## src/rtl/udp_payload_packer.sv

```systemverilog
// Byte-stream to payload-word packer feeding ethernet_udp_transmit.
// Two banks alternate: one fills from the stream while the other is held for the transmitter.
module udp_payload_packer #(
  parameter int unsigned DATA_BYTES     = 16,
  parameter int unsigned TIMEOUT_CYCLES = 1000000,
  parameter logic [7:0]  PAD_BYTE       = 8'h00
) (
  input  logic                                clk,
  input  logic                                reset,
  input  logic [7:0]                          in_data,
  input  logic                                in_valid,
  output logic                                in_ready,
  input  logic                                in_last,
  output logic [8*DATA_BYTES-1:0]             data,
  output logic [$clog2(DATA_BYTES+1)-1:0]     data_len,
  output logic                                send,
  input  logic                                tx_ready,
  output logic [15:0]                         frame_count
);

  localparam int unsigned LW = $clog2(DATA_BYTES+1);
  localparam int unsigned PW = $clog2(DATA_BYTES);

  typedef enum logic [1:0] {TX_IDLE, TX_REQ, TX_BUSY} tx_state_e;

  logic [7:0]    bank_q [2][DATA_BYTES];
  logic [1:0]    full_q, full_d;
  logic [LW-1:0] len_q [2];
  logic [LW-1:0] len_d [2];
  logic          wb_q, wb_d, rb_q, rb_d;
  logic [PW-1:0] wptr_q, wptr_d;
  logic [31:0]   tcnt_q, tcnt_d;
  tx_state_e     state_q, state_d;
  logic          send_q, send_d;
  logic [15:0]   fc_q, fc_d;
  logic          accept;
  logic          commit;
  logic [LW-1:0] commit_len;

  assign in_ready    = ~full_q[wb_q];
  assign accept      = in_valid & ~full_q[wb_q];
  assign send        = send_q;
  assign frame_count = fc_q;
  assign data_len    = full_q[rb_q] ? len_q[rb_q] : '0;

  always_comb begin
    data = '0;
    for (int unsigned i = 0; i < DATA_BYTES; i++)
      data[8*i +: 8] = (LW'(i) < len_q[rb_q]) ? bank_q[rb_q][PW'(i)] : PAD_BYTE;
  end

  always_comb begin
    full_d     = full_q;
    len_d      = len_q;
    wb_d       = wb_q;
    rb_d       = rb_q;
    wptr_d     = wptr_q;
    tcnt_d     = tcnt_q;
    state_d    = state_q;
    send_d     = send_q;
    fc_d       = fc_q;
    commit     = 1'b0;
    commit_len = '0;

    if (accept) begin
      tcnt_d = '0;
      if (in_last || wptr_q == PW'(DATA_BYTES-1)) begin
        commit     = 1'b1;
        commit_len = LW'(wptr_q) + LW'(1);
      end else begin
        wptr_d = wptr_q + PW'(1);
      end
    end else if (wptr_q != '0 && TIMEOUT_CYCLES != 0) begin
      // Timer only runs with a partial payload pending; zero bytes never commit.
      if (tcnt_q == TIMEOUT_CYCLES) begin
        commit     = 1'b1;
        commit_len = LW'(wptr_q);
      end else begin
        tcnt_d = tcnt_q + 32'd1;
      end
    end

    if (commit) begin
      full_d[wb_q] = 1'b1;
      len_d[wb_q]  = commit_len;
      wb_d         = ~wb_q;
      wptr_d       = '0;
      tcnt_d       = '0;
    end

    // Release acts on rb, commit on wb; they never coincide on the same bank.
    case (state_q)
      TX_IDLE: if (full_q[rb_q] && tx_ready) begin
        state_d = TX_REQ;
        send_d  = 1'b1;
      end
      TX_REQ: if (!tx_ready) begin
        state_d = TX_BUSY;
        send_d  = 1'b0;
      end
      TX_BUSY: if (tx_ready) begin
        full_d[rb_q] = 1'b0;
        rb_d         = ~rb_q;
        fc_d         = fc_q + 16'd1;
        state_d      = TX_IDLE;
      end
      default: begin
        state_d = TX_IDLE;
        send_d  = 1'b0;
      end
    endcase
  end

  always_ff @(posedge clk or posedge reset) begin
    if (reset) begin
      full_q  <= '0;
      len_q   <= '{default: '0};
      wb_q    <= 1'b0;
      rb_q    <= 1'b0;
      wptr_q  <= '0;
      tcnt_q  <= '0;
      state_q <= TX_IDLE;
      send_q  <= 1'b0;
      fc_q    <= '0;
    end else begin
      full_q  <= full_d;
      len_q   <= len_d;
      wb_q    <= wb_d;
      rb_q    <= rb_d;
      wptr_q  <= wptr_d;
      tcnt_q  <= tcnt_d;
      state_q <= state_d;
      send_q  <= send_d;
      fc_q    <= fc_d;
    end
  end

  always_ff @(posedge clk) begin
    if (accept) bank_q[wb_q][wptr_q] <= in_data;
  end

endmodule
```

## config.mk

```make
export PLATFORM = sky130hd
export DESIGN_NAME = udp_payload_packer
export DESIGN_NICKNAME = d
export VERILOG_FILES = /design/src/rtl/udp_payload_packer.sv
export SDC_FILE = /design/constraint.sdc
export NUM_CORES = 1
export LEC_CHECK = 0
export ABC_AREA = 1
export BUFFER_PORTS_ARGS = -buffer_cell sky130_fd_sc_hd__clkbuf_2
export CAP_MARGIN = 20
export CORE_ASPECT_RATIO = 0.5
export CORE_MARGIN = 3
export CORE_UTILIZATION = 35
export CTS_BUF_LIST = sky130_fd_sc_hd__clkbuf_2
export DETAILED_ROUTE_END_ITERATION = 12
export MAX_ROUTING_LAYER = met4
export PLACE_DENSITY = 0.61
export SYNTH_ARGS = -nofsm -noshare
export SYNTH_HDL_FRONTEND = slang
export SYNTH_SLANG_ARGS = --single-unit
```

## constraint.sdc

```tcl
create_clock -name clk -period 3.1 [get_ports clk]
set_input_delay 0.155 -clock clk [delete_from_list [all_inputs] [get_ports clk]]
set_output_delay 0.155 -clock clk [all_outputs]
set_load 0.02 [all_outputs]
```

==> results_dict.tcl, run 1 <==
set metrics [dict create \
    status "complete, no violations" \
    grt_pass1_vias 10180 \
    cap_viol_max_count 0 \
    synth.area.top_cells "edfxtp_1 55%, dfrtp_1 12%, nand2_1 12%, a21oi_1 4.3%, nor2_1 2.6%" \
    synthToLayoutAreaGrowth_pct 20.87 \
    grt_max_degree 67 \
    vdd_ir_drop_max_mv 0.4042 \
    track_usage 0.1767 \
    num_vias 10460 \
    slowest_stage "dfrtp_4" \
    fin_crit_sh 0.9505 \
    rrSetupSlack_ns 0.73 \
    wl_met3_um 2160 \
    met1_length_um 15550 \
    place.gp.congestion 0.8553 \
    power_mw 14.57 \
    grt_pass1_wl_um 56590 \
    rows 51 \
    rr_startpoint "wb_q" \
    static-leakage-power_nw 7.010 \
    rsz0062_at_grt "true" \
    max_freq_ghz 0.3394 \
    yosys_warnings 0 \
    syn_nets 1352 \
    hold_violations 0 \
    dr.max_layer_used "met4" \
    postRouteAntennaNets 0 \
    h-tree-depth 3 \
    die_w_um 288.4 \
    crit_family "compound AO/OA/AOI/OAI gates" \
    holdPathStages 4 \
    ioPinCount 164 \
    period_minus_slack_ns 2.947 \
    crit_path_end_kind "output pin" \
    synth.distinct_cells 38 \
    cts_tree "yes" \
    nFillCells 3721 \
    slew_viol_final 0 \
    worst_r2r_endpoint "bank_q[0][116]" \
    nets 1622 \
    netlist_area_um2 13950 \
    clock-sinks 325 \
    antenna_found_initial 1 \
    hp-start "tx_ready" \
    cts_buffer_depth 3 \
    skew_ns 0.07344 \
    powerDensity_nw_per_um2 864.0 \
    hold_slack_ns 0.1511 \
    design_area_um2 16860 \
    ys_seq_elements 325 \
    numCtsBuffers 79 \
    place_area_um2 15530 \
    relSlewSlack 0.4046 \
    synth.top_cells.by_count "445 x nand2_1, 256 x edfxtp_1, 121 x a21oi_1, 97 x nor2_1, 86 x inv_1" \
    startpoint_type "register" \
    cp_slowest_stage_delay_ns 0.55 \
    synth.avg_cell_area_um2 10.48 \
    grt_overflow 0 \
    critical_path_class "register to output pin" \
    synthFlopType "edfxtp_1" \
    initial_utilization 0.3567 \
    clockRootBuffer "clkbuf_2" \
    first_iter_violations 775 \
    dr.pass1.iters 5 \
    ys_seq_area_frac 0.6747 \
    hpwlAfterDp_um 22930 \
    path_max_fanout 14 \
    worst_ep_arrival_time_ns 2.79 \
    ys_async_sr_fraction 0.2123 \
    whs_endpoint "frame_count[2]" \
    met2_length_um 17860 \
    fp.dieH_um 147.2 \
    multiInputGateArea_um2 4156 \
    wl_per_cell_um 16.59 \
    routed_wl_um 36400 \
    worstPathRequired_ns 2.94 \
    drcViolationCount 0 \
    die_area_um2 42440 \
    syn_inst 1332 \
    worstMarginPinSlew_ns 0.8930 \
    setup_viol 0 \
    cp_common_cell "o21ai_4" \
    hold_class "primary input to register" \
    regArea_um2 9418 \
    core_area_um2 39120 \
    synth-edff-count 256 \
    io_buffers 163 \
    crit_chain "inv_12, or2_2, o21a_4, inv_2, o21ai_4, o21ai_4, buf_12, a21oi_1, buf_2" \
    fin_tns_setup_ns 0 \
    clk_latency_ns 0.94 \
    synth_top_cell_by_area "edfxtp_1" \
    reg2reg_depth 6 \
    vias_per_cell 4.767 \
    synth.top_cell.area_share 0.5509 \
    yosysMostFrequentCell "nand2_1" \
    crit_buf_inv 4 \
    drive_above_1_share 0.2465 \
    clkSlewWorstSetupHoldPaths_ns 0.11 \
]
cell usage in the layout (no fill, tap or decap), types with 3 or more instances in the layout:
cell type,n
nand2_1,440
clkbuf_2,268
edfxtp_1,256
a21oi_1,112
nor2_1,96
inv_1,82
dfrtp_1,68
buf_4,48
nor3_1,45
nand3_1,44
o21ai_0,22
xor2_1,18
clkinv_1,17
dlygate4sd3_1,15
nand4_1,13
inv_2,12
a21oi_2,9
nand2_2,8
o21ai_4,8
xnor2_1,7
ha_1,7
nand3_2,6
buf_2,6
nor2_4,5
bufinv_16,5
nor2_2,3
clkinv_2,3
buf_6,3
worst min-delay path, stage by stage:
cell and delay [ns]:
dlygate4sd3_1 0.54, clkbuf_2 0.14, nand3_1 0.14, xnor2_1 0.07
worst max-delay path by stage:
stage                                to  slack, ns  cells past startpoint  from
final                         data[102]       0.15                      9  rb_q
after detailed placement       data[71]       0.48                      9  rb_q
after CTS                      data[71]      -0.05                      9  rb_q
after floorplan           bank_q[0][32]       0.93                      7  wb_q
after global placement         data[68]       0.55                      9  rb_q
after global routing          data[103]      -0.04                      9  rb_q
flip-flops by register name, indices dropped and copies added (netlist names):
register and cells:
wptr_q 4, full_q 2, bank_q 256, tcnt_q 32, rb_q 1, len_q 10, state_q 2, send 1
wb_q 1, frame_count 16
cells by family after synthesis:
logic type	synth area share
compound gates	0.06125
mux	0.0008070
fa+ha+maj	0.006277
flops	0.6747
xor+xnor	0.01569
buf+inv	0.03856
simple gates	0.2027
power breakdown:
group	switching (mW)	internal, mW	total, mW
logic	4.52	1.80	6.32
clock network	1.76	1.41	3.17
registers	0.168	4.92	5.08
total	6.45	8.12	14.6
layout make-up:
type                    instances  share of cell area
flip-flops and latches        325              0.5584
multi-input cells             869              0.2465
repair buffers                231             0.08435
well taps                     530             0.03932
clock buffers                 114             0.03383
inverters                      95             0.02248
clock inverters                28             0.01447
repair inverters                1           0.0005193
diodes                          1           0.0001484
per-stage QoR:
step | setup slack, ns | cells | util
3_3_place_gp | 0.5504 | 2019 | 0.3971
5_1_grt | -0.03717 | 2194 | 0.4311
4_1_cts | -0.05060 | 2186 | 0.4273
3_5_place_dp | 0.4768 | 2019 | 0.3971
6_report | 0.1534 | 2194 | 0.4311
2_1_floorplan | 0.9292 | 1332 | -
layer usage:
| metal | vias up | global-route usage |
|---|---|---|
| li1 | 5064 | - |
| met1 | 5043 | 0.2190 |
| met2 | 288 | 0.2870 |
| met3 | 64 | 0.04171 |
| met4 | 0 | 0.05713 |
| met5 | - | - |
what timing repair did:
action / 4_1_cts / 5_1_grt
setup endpoints to repair: 125 / 110
setup buffers: 10 / 6
endpoints found under the hold margin: 335 / 0
resized for setup: 29 / 33
pin swaps: 7 / 7
hold buffers: 15 / 0
cloned: 0 / 1
(Power assumes the default switching activity.)
==> run 2: changes to the inputs <==
--- a/config.mk
+++ b/config.mk
@@ -15,6 +15,8 @@
 export DETAILED_ROUTE_END_ITERATION = 12
 export MAX_ROUTING_LAYER = met4
 export PLACE_DENSITY = 0.61
+export SETUP_SLACK_MARGIN = 0.2
+export SKIP_CTS_REPAIR_TIMING = 1
 export SYNTH_ARGS = -nofsm -noshare
 export SYNTH_HDL_FRONTEND = slang
 export SYNTH_SLANG_ARGS = --single-unit
==> results_dict.tcl, run 2 (synthesis gave the netlist of run 1 again) <==
set metrics [dict create \
    grt_max_degree 67 \
    grt_pass1_vias 10010 \
    first_iter_violations 829 \
    rrSetupSlack_ns 0.73 \
    largest_reg_flops 256 \
    num_vias 10530 \
    numCtsBuffers 79 \
    hpwlAfterDp_um 22930 \
    static-leakage-power_nw 7.151 \
    die_w_um 288.4 \
    vias_per_cell 4.782 \
    wl_per_cell_um 16.82 \
    max_freq_ghz 0.3261 \
    antenna_found_initial 1 \
    period_minus_slack_ns 3.066 \
    rows 51 \
    power_mw 15.55 \
    clkSlewWorstSetupHoldPaths_ns 0.12 \
    clock-sinks 325 \
    cts_tree "yes" \
    cp-endpoint "data[84]" \
    hold_class "primary input to register" \
    cts_buffer_depth 3 \
    powerDensity_nw_per_um2 891.6 \
    rr_startpoint "wb_q" \
    grt_pass1_wl_um 55800 \
    setup_viol 0 \
    worstPathRequired_ns 2.94 \
    core_area_um2 39120 \
    vdd_ir_drop_max_mv 0.4692 \
    path_max_fanout 8 \
    most-common-layout-cells "438 x nand2_1, 256 x edfxtp_1, 197 x clkbuf_2" \
    top_register "bank_q" \
    place.gp.congestion 0.8553 \
    dr.pass1.iters 5 \
    startpoint_type "register" \
    routed_wl_um 37030 \
    ioPinCount 164 \
    final_common_cell "nand2_1" \
    initial_utilization 0.3567 \
    critical_path_class "register to output pin" \
    clockRootBuffer "clkbuf_2" \
    postRouteAntennaNets 0 \
    nets 1630 \
    cap_viol_max_count 0 \
    holdPathStages 1 \
    drive_above_1_share 0.2807 \
    reg2reg_depth 6 \
    worst_r2r_endpoint "bank_q[0][116]" \
    crit_path_end_kind "output pin" \
    drcViolationCount 0 \
    status "complete, no violations" \
    h-tree-depth 3 \
    worst_ep_arrival_time_ns 2.91 \
    synthToLayoutAreaGrowth_pct 24.96 \
    worstMarginPinSlew_ns 0.8797 \
    hold_slack_ns 0.04283 \
    relSlewSlack 0.4135 \
    slew_viol_final 0 \
    grt_overflow 0 \
    io_buffers 163 \
    fin_crit_sh 0.9891 \
    skew_ns 0.07365 \
    die_area_um2 42440 \
    track_usage 0.1744 \
    hold_violations 0 \
    fp.dieH_um 147.2 \
    rsz0062_at_grt "true" \
    crit_start "rb_q" \
    utilization 0.4457 \
    clk_latency_ns 0.95 \
]
## run 2: cell count changes in the layout (fill, tap and decap cells not counted), sizes merged
cell,before,now
inv,98,95
clkbuf,269,198
buf,61,141
clkinv,20,23
dlygate4sd3,15,14
## run 2: area by class of cell
class	instances	area, um^2
timing repair buffer	239	1735
fill	3639	21680
timing repair inverter	1	8.758
clock inverter	28	244.0
multi-input combinational	869	4404
inverter	95	389.1
antenna	1	2.502
clock buffer	114	570.5
tap	530	663.1
sequential	325	9418
## run 2: where the power goes
part           internal (mW)  switching [mW]
Sequential              4.92           0.170
Clock                   1.41            1.77
Combinational           2.42            4.87
## run 2: worst max-delay path: stages (launching register included)
cell	delay [ns]
dfrtp_4	0.55
buf_12	0.17
o21ai_4	0.27
clkinv_4	0.11
nor2_4	0.18
nand4_1	0.23
nand3_4	0.25
a21oi_2	0.06
buf_4	0.16
## run 2: per-stage QoR
| stage | worst slack, ns | cell area, um^2 | setup TNS (ns) | std cells |
|---|---|---|---|---|
| finish | 0.03375 | 17440 | 0 | 2202 |
| CTS | -0.5996 | 16350 | -46.34 | 2161 |
| floorplan | 0.9292 | 13950 | 0 | 1332 |
| global placement | 0.5504 | 15530 | 0 | 2019 |
| global route | -0.1368 | 17440 | -3.271 | 2202 |
| detailed placement | 0.4768 | 15530 | 0 | 2019 |
## run 2: worst min path at each step
stage               startpoint              end
floorplan             tx_ready       state_q[1]
global placement         reset  frame_count[12]
detailed placement       reset  frame_count[14]
CTS                      reset       tcnt_q[27]
global route        in_data[5]    bank_q[1][45]
finish              in_data[5]   bank_q[1][117]
## run 2: per-layer routing
metal,GRT usage,up-vias,routed length (um)
met5,-,-,0
met4,0.05915,0,865
met3,0.04155,69,2149
met2,0.2801,288,18290
met1,0.2176,5098,15730
li1,-,5076,-
==> run 3: changes to the inputs <==
--- a/config.mk
+++ b/config.mk
@@ -11,7 +11,7 @@
 export CORE_ASPECT_RATIO = 0.5
 export CORE_MARGIN = 3
 export CORE_UTILIZATION = 35
-export CTS_BUF_LIST = sky130_fd_sc_hd__clkbuf_2
+export CTS_BUF_LIST = sky130_fd_sc_hd__clkbuf_4 sky130_fd_sc_hd__clkbuf_8 sky130_fd_sc_hd__clkbuf_16
 export DETAILED_ROUTE_END_ITERATION = 12
 export MAX_ROUTING_LAYER = met4
 export PLACE_DENSITY = 0.61
==> results_dict.tcl, run 3 (synthesis gave the netlist of run 1 again) <==
set metrics [dict create \
    relSlewSlack 0.4099 \
    regArea_um2 9418 \
    design_area_um2 16690 \
    first_iter_violations 665 \
    die_w_um 288.4 \
    max_freq_ghz 0.3577 \
    p_switching_mw 6.205 \
    worst_ep_arrival_time_ns 2.64 \
    track_usage 0.1680 \
    synthToLayoutAreaGrowth_pct 19.59 \
    worstPathRequired_ns 2.94 \
    drcViolationCount 0 \
    hold_violations 0 \
    most-common-layout-cells "443 x nand2_1, 256 x edfxtp_1, 163 x clkbuf_2" \
    drive_above_1_share 0.1977 \
    h-tree-depth 1 \
    hold_slack_ns 0.1067 \
    dr.pass1.iters 5 \
    skew_ns 0.01691 \
    top_register "bank_q" \
    slew_viol_final 0 \
    hpwlAfterDp_um 22930 \
    clk_latency_ns 0.58 \
    ioPinCount 164 \
    place_area_um2 15530 \
    final_common_cell "nand2_1" \
    crit_path_end_kind "output pin" \
    crit_chain "buf_4, o21ai_2, nand2_2, inv_4, nand2_1, o21ai_4, a21oi_1, clkbuf_2" \
    die_area_um2 42440 \
    p_comb_frac 0.398 \
    rrSetupSlack_ns 0.74 \
    place.gp.congestion 0.8553 \
    numCtsBuffers 31 \
    static-leakage-power_nw 6.763 \
    cp_slowest_stage_delay_ns 0.51 \
    clkSlewWorstSetupHoldPaths_ns 0.06 \
    num_vias 10070 \
    power_mw 14.82 \
    placedCellCount 2019 \
    cap_viol_max_count 0 \
    fp.dieH_um 147.2 \
    antenna_found_initial 0 \
    initial_utilization 0.3567 \
    layout.cells.non_filler 2083 \
    rsz0062_at_grt "true" \
    cts_tree "yes" \
    setup_slack_ns 0.3040 \
    grt_pass1_vias 9588 \
    rows 51 \
    dp_slack_ns 0.4768 \
    fin_tns_setup_ns 0 \
    cts_buffer_depth 3 \
    grt_pass1_wl_um 54600 \
    diodes 0 \
    startpoint_type "register" \
    core_area_um2 39120 \
    setup_viol 0 \
    clock-sinks 325 \
    vdd_ir_drop_max_mv 0.4034 \
    powerDensity_nw_per_um2 888.3 \
    grt_max_degree 67 \
    internal-power_mw 8.619 \
    utilization 0.4266 \
    p_sw_frac 0.4186 \
    worstMarginPinSlew_ns 0.8851 \
    slowest_stage "dfrtp_4" \
    vias_per_cell 4.835 \
    hold_class "primary input to register" \
    fin_crit_sh 0.9019 \
    nFillCells 3691 \
    postRouteAntennaNets 0 \
    clkPwrFrac 0.260 \
    status "complete, no violations" \
    wl_per_cell_um 16.89 \
    period_minus_slack_ns 2.796 \
    routed_wl_um 35180 \
    seq_power_share 0.343 \
    clockRootBuffer "clkbuf_16" \
    path_max_fanout 11 \
    multiInputGateArea_um2 4045 \
    grt_overflow 0 \
    critical_path_class "register to output pin" \
    io_buffers 163 \
    nets 1548 \
    largest_reg_flops 256 \
]
run 3: path summary, 6_finish.rpt:
| check | cells past startpoint | end | startpoint |
|---|---|---|---|
| setup / recovery | 8 | data[39] | rb_q |
| min in group asynchronous | 3 | frame_count[6] | reset |
| setup reg to reg | 6 | bank_q[0][118] | wb_q |
| hold / removal | 6 | wptr_q[3] | in_last |
| max in group asynchronous | 4 | tcnt_q[2] | reset |
| hold reg to reg | 1 | frame_count[15] | frame_count[15] |
run 3: cell type report:
type | count | area share
sequential | 325 | 0.5644
multi-input combinational | 869 | 0.2424
timing repair buffer | 206 | 0.06951
clock buffer | 36 | 0.04911
tap | 530 | 0.03974
inverter | 95 | 0.02197
clock inverter | 22 | 0.01290
run 3: metal layers:
layer  vias up  global-route usage  share of wire
li1       4859                   -              -
met1      4916              0.2174           0.44
met2       242              0.2759           0.49
met3        54             0.02543          0.047
met4         0             0.04828          0.027
met5         -                   -              0
run 3: critical path: cells and delay by family (launching register included):
kind	cells	cell delay, ns
AOI/OAI and AO/OA	3	0.62
DFF	1	0.51
buffers and inverters	3	0.57
and+or+nand+nor	2	0.35
run 3: power groups by stage:
stage / Combinational [mW] / Clock, mW / Sequential [mW]
2_1_floorplan: 3.69 / 0 / 5.14
3_3_place_gp: 5.68 / 0 / 5.22
3_5_place_dp: 5.70 / 0 / 5.22
4_1_cts: 5.72 / 3.92 / 5.13
5_1_grt: 6.39 / 4.12 / 5.10
6_report: 5.89 / 3.85 / 5.08
